<file path="config.mk">
export PLATFORM = sky130hd
export DESIGN_NAME = box_controller
export DESIGN_NICKNAME = d
export VERILOG_FILES = /design/src/rtl/box_controller.sv
export SDC_FILE = /design/constraint.sdc
export NUM_CORES = 1
export LEC_CHECK = 0
export ABC_AREA = 1
export BUFFER_PORTS_ARGS = -buffer_cell sky130_fd_sc_hd__buf_4
export CAP_MARGIN = 20
export CORE_MARGIN = 3
export CORE_UTILIZATION = 45
export DETAILED_ROUTE_END_ITERATION = 10
export GPL_TIMING_DRIVEN = 0
export PLACE_DENSITY = 0.73
export REMOVE_ABC_BUFFERS = 1
export SKIP_CTS_REPAIR_TIMING = 1
export SLEW_MARGIN = 20
export SYNTH_ARGS = -nofsm -noshare
export SYNTH_HDL_FRONTEND = slang
export SYNTH_SLANG_ARGS = --single-unit
</file>
<file path="constraint.sdc">
create_clock -name clk -period 1.2 [get_ports clk]
set_input_delay 0.06 -clock clk [delete_from_list [all_inputs] [get_ports clk]]
set_output_delay 0.06 -clock clk [all_outputs]
set_load 0.005 [all_outputs]
</file>
<file path="src/rtl/box_controller.sv">
// Initiator-side sequencer for the prisoner_box one-hot command protocol.
// Accepts single store/fetch requests and replays them as timed box commands.
module box_controller #(
  parameter int DATA_W = 8,
  parameter int KEY_W  = 32,
  parameter int RD_LAT = 1,
  parameter int CNT_W  = 16
) (
  input  logic              clk,
  input  logic              rst_n,
  input  logic              req_valid,
  output logic              req_ready,
  input  logic              req_op,
  input  logic [DATA_W-1:0] req_data,
  input  logic [KEY_W-1:0]  req_key,
  output logic              resp_valid,
  output logic              resp_op,
  output logic [DATA_W-1:0] resp_data,
  output logic [2:0]        box_state,
  output logic [DATA_W-1:0] box_wdata,
  output logic [KEY_W-1:0]  box_key,
  input  logic [DATA_W-1:0] box_rdata,
  output logic [CNT_W-1:0]  store_cnt,
  output logic [CNT_W-1:0]  fetch_cnt
);

  typedef enum logic [2:0] {S_IDLE, S_STORE, S_OPEN, S_HOLD, S_DONE} state_t;

  localparam logic [3:0] RD_LAT_C = 4'(RD_LAT);

  state_t              r_state;
  state_t              w_next;
  logic [3:0]          r_hold;
  logic                r_op;
  logic                r_ready;
  logic [2:0]          r_box_state;
  logic [DATA_W-1:0]   r_box_wdata;
  logic [KEY_W-1:0]    r_box_key;
  logic                r_resp_valid;
  logic                r_resp_op;
  logic [DATA_W-1:0]   r_resp_data;
  logic [CNT_W-1:0]    r_store_cnt;
  logic [CNT_W-1:0]    r_fetch_cnt;

  logic                w_accept;
  logic                w_last_hold;
  logic [2:0]          w_box_state;
  logic [DATA_W-1:0]   w_box_wdata;
  logic [KEY_W-1:0]    w_box_key;

  assign w_accept    = (r_state == S_IDLE) && req_valid && r_ready;
  assign w_last_hold = (r_state == S_HOLD) && (w_next == S_DONE);

  always_ff @(posedge clk or negedge rst_n) begin
    if (!rst_n) begin
      r_state <= S_IDLE;
      r_hold  <= 4'd0;
      r_op    <= 1'b0;
    end else begin
      r_state <= w_next;
      if (w_accept)
        r_op <= req_op;
      if (w_next == S_HOLD)
        r_hold <= (r_state == S_HOLD) ? r_hold - 4'd1
                : (r_state == S_OPEN) ? RD_LAT_C : 4'd1;
    end
  end

  always_comb begin
    w_next = r_state;
    case (r_state)
      S_IDLE:          if (w_accept) w_next = req_op ? S_OPEN : S_STORE;
      S_STORE, S_OPEN: w_next = S_HOLD;
      S_HOLD:          if (r_hold <= 4'd1) w_next = S_DONE;
      S_DONE:          w_next = S_IDLE;
      default:         w_next = S_IDLE;
    endcase
  end

  // Outputs are decoded from the next state so they register in step with it;
  // STORE/OPEN are only entered on an accept, so the live request fields are used.
  always_comb begin
    w_box_state = 3'b000;
    w_box_wdata = '0;
    w_box_key   = '0;
    case (w_next)
      S_STORE: begin
        w_box_state = 3'b001;
        w_box_wdata = req_data;
        w_box_key   = req_key;
      end
      S_OPEN: begin
        w_box_state = 3'b010;
        w_box_key   = req_key;
      end
      S_HOLD:  w_box_state = 3'b100;
      default: w_box_state = 3'b000;
    endcase
  end

  always_ff @(posedge clk or negedge rst_n) begin
    if (!rst_n) begin
      r_ready      <= 1'b0;
      r_box_state  <= 3'b000;
      r_box_wdata  <= '0;
      r_box_key    <= '0;
      r_resp_valid <= 1'b0;
      r_resp_op    <= 1'b0;
      r_resp_data  <= '0;
      r_store_cnt  <= '0;
      r_fetch_cnt  <= '0;
    end else begin
      r_ready      <= (w_next == S_IDLE);
      r_box_state  <= w_box_state;
      r_box_wdata  <= w_box_wdata;
      r_box_key    <= w_box_key;
      r_resp_valid <= (w_next == S_DONE);
      if (w_next == S_DONE)
        r_resp_op <= r_op;
      if (w_last_hold && r_op)
        r_resp_data <= box_rdata;
      if (r_state == S_DONE) begin
        if (r_op) r_fetch_cnt <= r_fetch_cnt + 1'b1;
        else      r_store_cnt <= r_store_cnt + 1'b1;
      end
    end
  end

  assign req_ready  = r_ready;
  assign box_state  = r_box_state;
  assign box_wdata  = r_box_wdata;
  assign box_key    = r_box_key;
  assign resp_valid = r_resp_valid;
  assign resp_op    = r_resp_op;
  assign resp_data  = r_resp_data;
  assign store_cnt  = r_store_cnt;
  assign fetch_cnt  = r_fetch_cnt;

endmodule
</file>
# After elaboration in Yosys (flattened, before gate mapping)
# Index checks and enable logic that the tools add are counted.
[totals] out_inout_bits=86 input_bits=52 word_cells=43 ff_bits=94
[op_classes] magnitude_cmp=1 reduce_logical=10 bitwise=1 muxes=8 n_addsub=3 n_eq_ne=8
[ops] cell="$add 16x1->16 const B" n=2
[ops] cell="$mux 32" n=1
[ops] cell="$pmux 3 s3" n=2
[ops] cell="$eq 3x2->1 const B" n=4
[ops] cell="$mux 8" n=1
[ops] cell="$eq 3x1->1 const B" n=2
[ops] cell="$eq 3x3->1 const B" n=2
[ops] cell="$logic_not 3->1" n=2
[ops] cell="$mux 3" n=2
[ops] cell="$le 4x1->1 const B" n=1
[ops] cell="$logic_and 1x1->1" n=4
[ops] cell="$mux 4" n=1
[ops] cell="$reduce_and 2->1" n=2
[ops] cell="$reduce_or 2->1" n=2
[ops] cell="$sub 4x1->4 const B" n=1
[ops] cell="$mux 2" n=1
[ops] cell="$not 1->1" n=1

# Logic depth before layout (Yosys ltp)
[logic_depth] ltp_word=8 depth_mapped=8

# Least setup slack after synthesis
# Ideal clock, no wire load.
[synth_path] kind="register to register" startpoint="reg r_hold[0]" endpoint="reg r_hold[0]" setup_time_ns=0.126 period_less_slack_ns=1.346 n_path_buf=1 setup_slack_ns=-0.146 arrival_time_ns=1.220 stages_incl_launch_ff=8 path_cell_list="dfrtp_1 -> inv_1 -> ha_1 -> o21ai_1 -> or2_1 -> nand2_1 -> buf_4 -> o21ai_0"
[synth_between] elab_chain_len=4
[synth_lines] item="start, declared" line_no="33" source="logic [3:0] r_hold;"
[synth_lines] item="start signal, assigned" line_no="64" source="r_hold <= (r_state == S_HOLD) ? r_hold - 4'd1"
[synth_lines] item="$le 4x1->1" line_no="74" source="S_HOLD: if (r_hold <= 4'd1) w_next = S_DONE;"
[synth_lines] item="$mux 3" line_no="74"
[synth_lines] item="$pmux 3 s3" line_no="71" source="case (r_state)"
[synth_lines] item="$eq 3x2->1" line_no="63" source="if (w_next == S_HOLD)"
# Several ways; a longest one is shown, not always the timed one.
# A chain may end at the register's enable or synchronous reset.

# Final worst setup path
[layout_path] startpoint="reg r_state[1]" endpoint="reg r_store_cnt[14] (netlist: store_cnt[14])"
[layout_between] elab_chain_len=2
[layout_lines] item="start, declared" line_no="31" source="state_t r_state;"
[layout_lines] item="start signal, assigned" line_no="60" source="r_state <= w_next;"
[layout_lines] item="$eq 3x3->1" line_no="122" source="if (r_state == S_DONE) begin"
[layout_lines] item="$reduce_and 2->1 (no line)"
[layout_lines] item="end signal, assigned" line_no="124" source="else r_store_cnt <= r_store_cnt + 1'b1;"
[layout_lines] item="end, declared" line_no="42" source="logic [CNT_W-1:0] r_store_cnt;"
# No other way between the ends.

==> flow_metrics.env <==
export IMPL_yosys_area_top_type_share_pct=56.99
export IMPL_wl_per_cell_um=14.86
export IMPL_dieArea_sq_um=10360
export IMPL_period_share_pct=120.7
export IMPL_ys_async_sr_fraction_pct=100.0
export IMPL_diodes=0
export IMPL_hp_start="req_valid"
export IMPL_hpwl_mm=6.788
export IMPL_cts_tree="built"
export IMPL_syn_inst=477
export IMPL_holdPathStages=3
export IMPL_syn_area_per_cell_sq_um=8.653
export IMPL_rows=34
export IMPL_port_buffers=137
export IMPL_start_util_pct=46.87
export IMPL_clockBufferDepth=2
export IMPL_tightestPinTransition_ns=0.8716
export IMPL_cp_top_family="simple AND/OR/NAND/NOR gates"
export IMPL_final_hold_viol_count=0
export IMPL_grt_pass1_wl_mm=15.00
export IMPL_regToRegSetupSlack_ns=-0.25
export IMPL_clockRootBuffer="clkbuf_8"
export IMPL_fp_dieW_um=101.8
export IMPL_max_freq_mhz=690.5
export IMPL_finalClockSkew_ns=0.01923
export IMPL_cp_buffers_inverters=0
export IMPL_violations="setup timing"
export IMPL_cp_start_kind="register"
export IMPL_yosysMostFrequentCell="nand2_1"
export IMPL_ant_nets=0
export IMPL_ios=138
export IMPL_synth_common_cells="nand2_1 (128), dfrtp_1 (94), inv_1 (76), nor2_1 (76), o21ai_1 (15)"
export IMPL_timing_rr_start="r_state[1]$_DFF_PN0_"
export IMPL_crit_path_top_delay_cell="dfrtp_1"
export IMPL_drt_total_wl_mm=12.42
export IMPL_grt_usage_pct=18.27
export IMPL_clk_latency_ns=0.36
export IMPL_htreeDepth=3
export IMPL_synth_largest_area_cell="dfrtp_1"
export IMPL_hold_class="primary input to register"
export IMPL_final_cells=836
export IMPL_synth_flop_cell="dfrtp_1"
export IMPL_drc=0
export IMPL_num_vias=4040
export IMPL_die_y_um=101.8
export IMPL_core_area_sq_um=8806
export IMPL_max_cap_viol_count=0
export IMPL_synthTopCellsByArea="dfrtp_1 (57%), nand2_1 (12%), inv_1 (6.9%)"
export IMPL_ys_seq_elements=94
export IMPL_first_pass_iters=4
export IMPL_ys_seq_area_share_pct=56.99
export IMPL_r2r_cells=6
export IMPL_slew_headroom_pct=41.89
export IMPL_place_ws_ns=-0.4425
export IMPL_numCtsBuffers=9
export IMPL_synth_cell_types=27
export IMPL_grt_pass1_vias=3380
export IMPL_clock_sinks=94
export IMPL_synth_edff_count=0
export IMPL_via_per_inst=4.833
export IMPL_timing_final_ws_setup_ns=-0.2482
export IMPL_power_leakage_nw=3.597
export IMPL_finalSetupViolCount=87
export IMPL_min_to="box_state[0]$_DFF_PN0_"
export IMPL_slowest_delay_ns=0.41
export IMPL_finalInstanceArea_sq_um=6807
export IMPL_overflow=0
export IMPL_yosysWarnings=0
export IMPL_cp_required_ns=1.43
export IMPL_finalCriticalPeriod_ns=1.448
export IMPL_grt_antenna_before_repair=0
export IMPL_r2r_end="store_cnt[14]$_DFFE_PN0P_"
export IMPL_status="finished, violations left"
export IMPL_path_class="register to register"
export IMPL_gp_congestion=0.7836
export IMPL_drtIter0Drc=115
export IMPL_placed_area_sq_um=5239
export IMPL_arrival_ns=1.68
export IMPL_end_kind="register"
export IMPL_drive_gt1_share_pct=42.99
export IMPL_placed_cells=714
export IMPL_crit_chain="nor2_4 > nand3_4 > nor2_4 > nand4_1 > nand2_1 > nand2_1"
export IMPL_slew_viol_final=0
export IMPL_nNetsFinal=779
export IMPL_p_per_area_nw_per_um2=1441
export IMPL_syn_area_sq_um=4128
export IMPL_grt_start_max_net_pins=95
export IMPL_syn2layout_area_growth_pct=64.90
export IMPL_cts_clk_slew_worst_paths_ns=0.09
export IMPL_vdd_ir_drop_max_mv=1.009
export IMPL_rsz0062_at_grt="yes"
export IMPL_worstPathMaxFanout=8
tightest hold or removal path: cells and delay by family:
kind                   cells  cell delay, ns
and+or+nand+nor            2            0.17
buffers and inverters      1            0.14
metal layers:
layer  vias to the layer above  GRT usage, %  wire length, um  share of wire (%)
met5                         -             0                0                  0
met3                        24         8.747             1094                8.8
li1                       1932             -                -                  -
met4                         0         4.908              246                2.0
met2                       138         30.38             6367                 51
met1                      1946         21.22             4711                 38
final cells by class:
cell class,instances,area (sq um)
flip-flops and latches,94,2365
fillers,538,1999
repair buffers,239,1982
multi-input cells,298,1792
inverters,80,321.6
well taps,108,135.1
clock buffers,10,127.6
clock inverters,6,67.56
repair inverters,1,16.27
layout by cell type, fill, tap and decap left out, types with 3 or more instances in the layout:
master	instances
o21ai_2	7
nand2_1	98
dfrtp_1	84
dlygate4sd3_1	50
xnor2_1	6
o21ai_0	5
clkbuf_8	9
nor2_4	18
nand2_4	9
nand3_2	3
inv_1	68
inv_6	3
buf_4	177
nor2_2	12
o21ai_1	16
nand3_1	9
inv_2	9
nand2_2	25
nor2_1	55
clkinvlp_4	3
xor2_1	10
buf_6	10
dfrtp_2	10
nand4_1	10
state kept, by name, summed over array words and instances, names as in the netlist:
name	count
fetch_cnt	16
req_ready	1
store_cnt	16
resp_valid	1
r_op	1
r_hold	4
resp_data	8
box_wdata	8
box_key	32
resp_op	1
box_state	3
r_state	3
cell families after synthesis:
kind of cell             count (synthesis)  share of synthesized area [%]
AND/OR/NAND/NOR                        244                          25.86
buffers and inverters                   88                          8.638
adder cells (fa/ha/maj)                  4                          1.213
XOR/XNOR                                17                          3.607
flip-flops                              94                          56.99
AO/OA/AOI/OAI                           30                          3.698
where the power goes:
group          internal, mW  switching [mW]  total [mW]
Clock                 0.977            1.15        2.13
Combinational          1.78            1.85        3.63
Sequential             3.64           0.410        4.05
per-stage QoR:
step                utilization, %  hold WS, ns  power [mW]  setup TNS (ns)
floorplan                        -      -0.2356       5.122          -4.562
global placement             59.45       0.2348       6.096          -20.07
detailed placement           59.49       0.2102       6.174          -21.91
CTS                          61.71      -0.1796       8.286          -23.42
global route                 77.29      0.02255       10.37          -15.45
finish                       77.29      0.04102       9.811          -9.108
how the worst max path moves through the flow:
| stage | cells past startpoint | slack (ns) | to | start |
|---|---|---|---|---|
| global placement | 5 | -0.42 | box_wdata[2]$_DFF_PN0_ | r_state[0]$_DFF_PN0_ |
| detailed placement | 5 | -0.44 | box_wdata[3]$_DFF_PN0_ | r_state[0]$_DFF_PN0_ |
| finish | 6 | -0.25 | store_cnt[14]$_DFFE_PN0P_ | r_state[1]$_DFF_PN0_ |
| floorplan | 6 | -0.17 | r_hold[0]$_DFFE_PN0P_ | r_hold[0]$_DFFE_PN0P_ |
| CTS | 5 | -0.45 | box_wdata[4]$_DFF_PN0_ | r_state[0]$_DFF_PN0_ |
| global route | 6 | -0.30 | store_cnt[14]$_DFFE_PN0P_ | r_state[1]$_DFF_PN0_ |
Note: power is estimated with default switching activity, not from simulation.
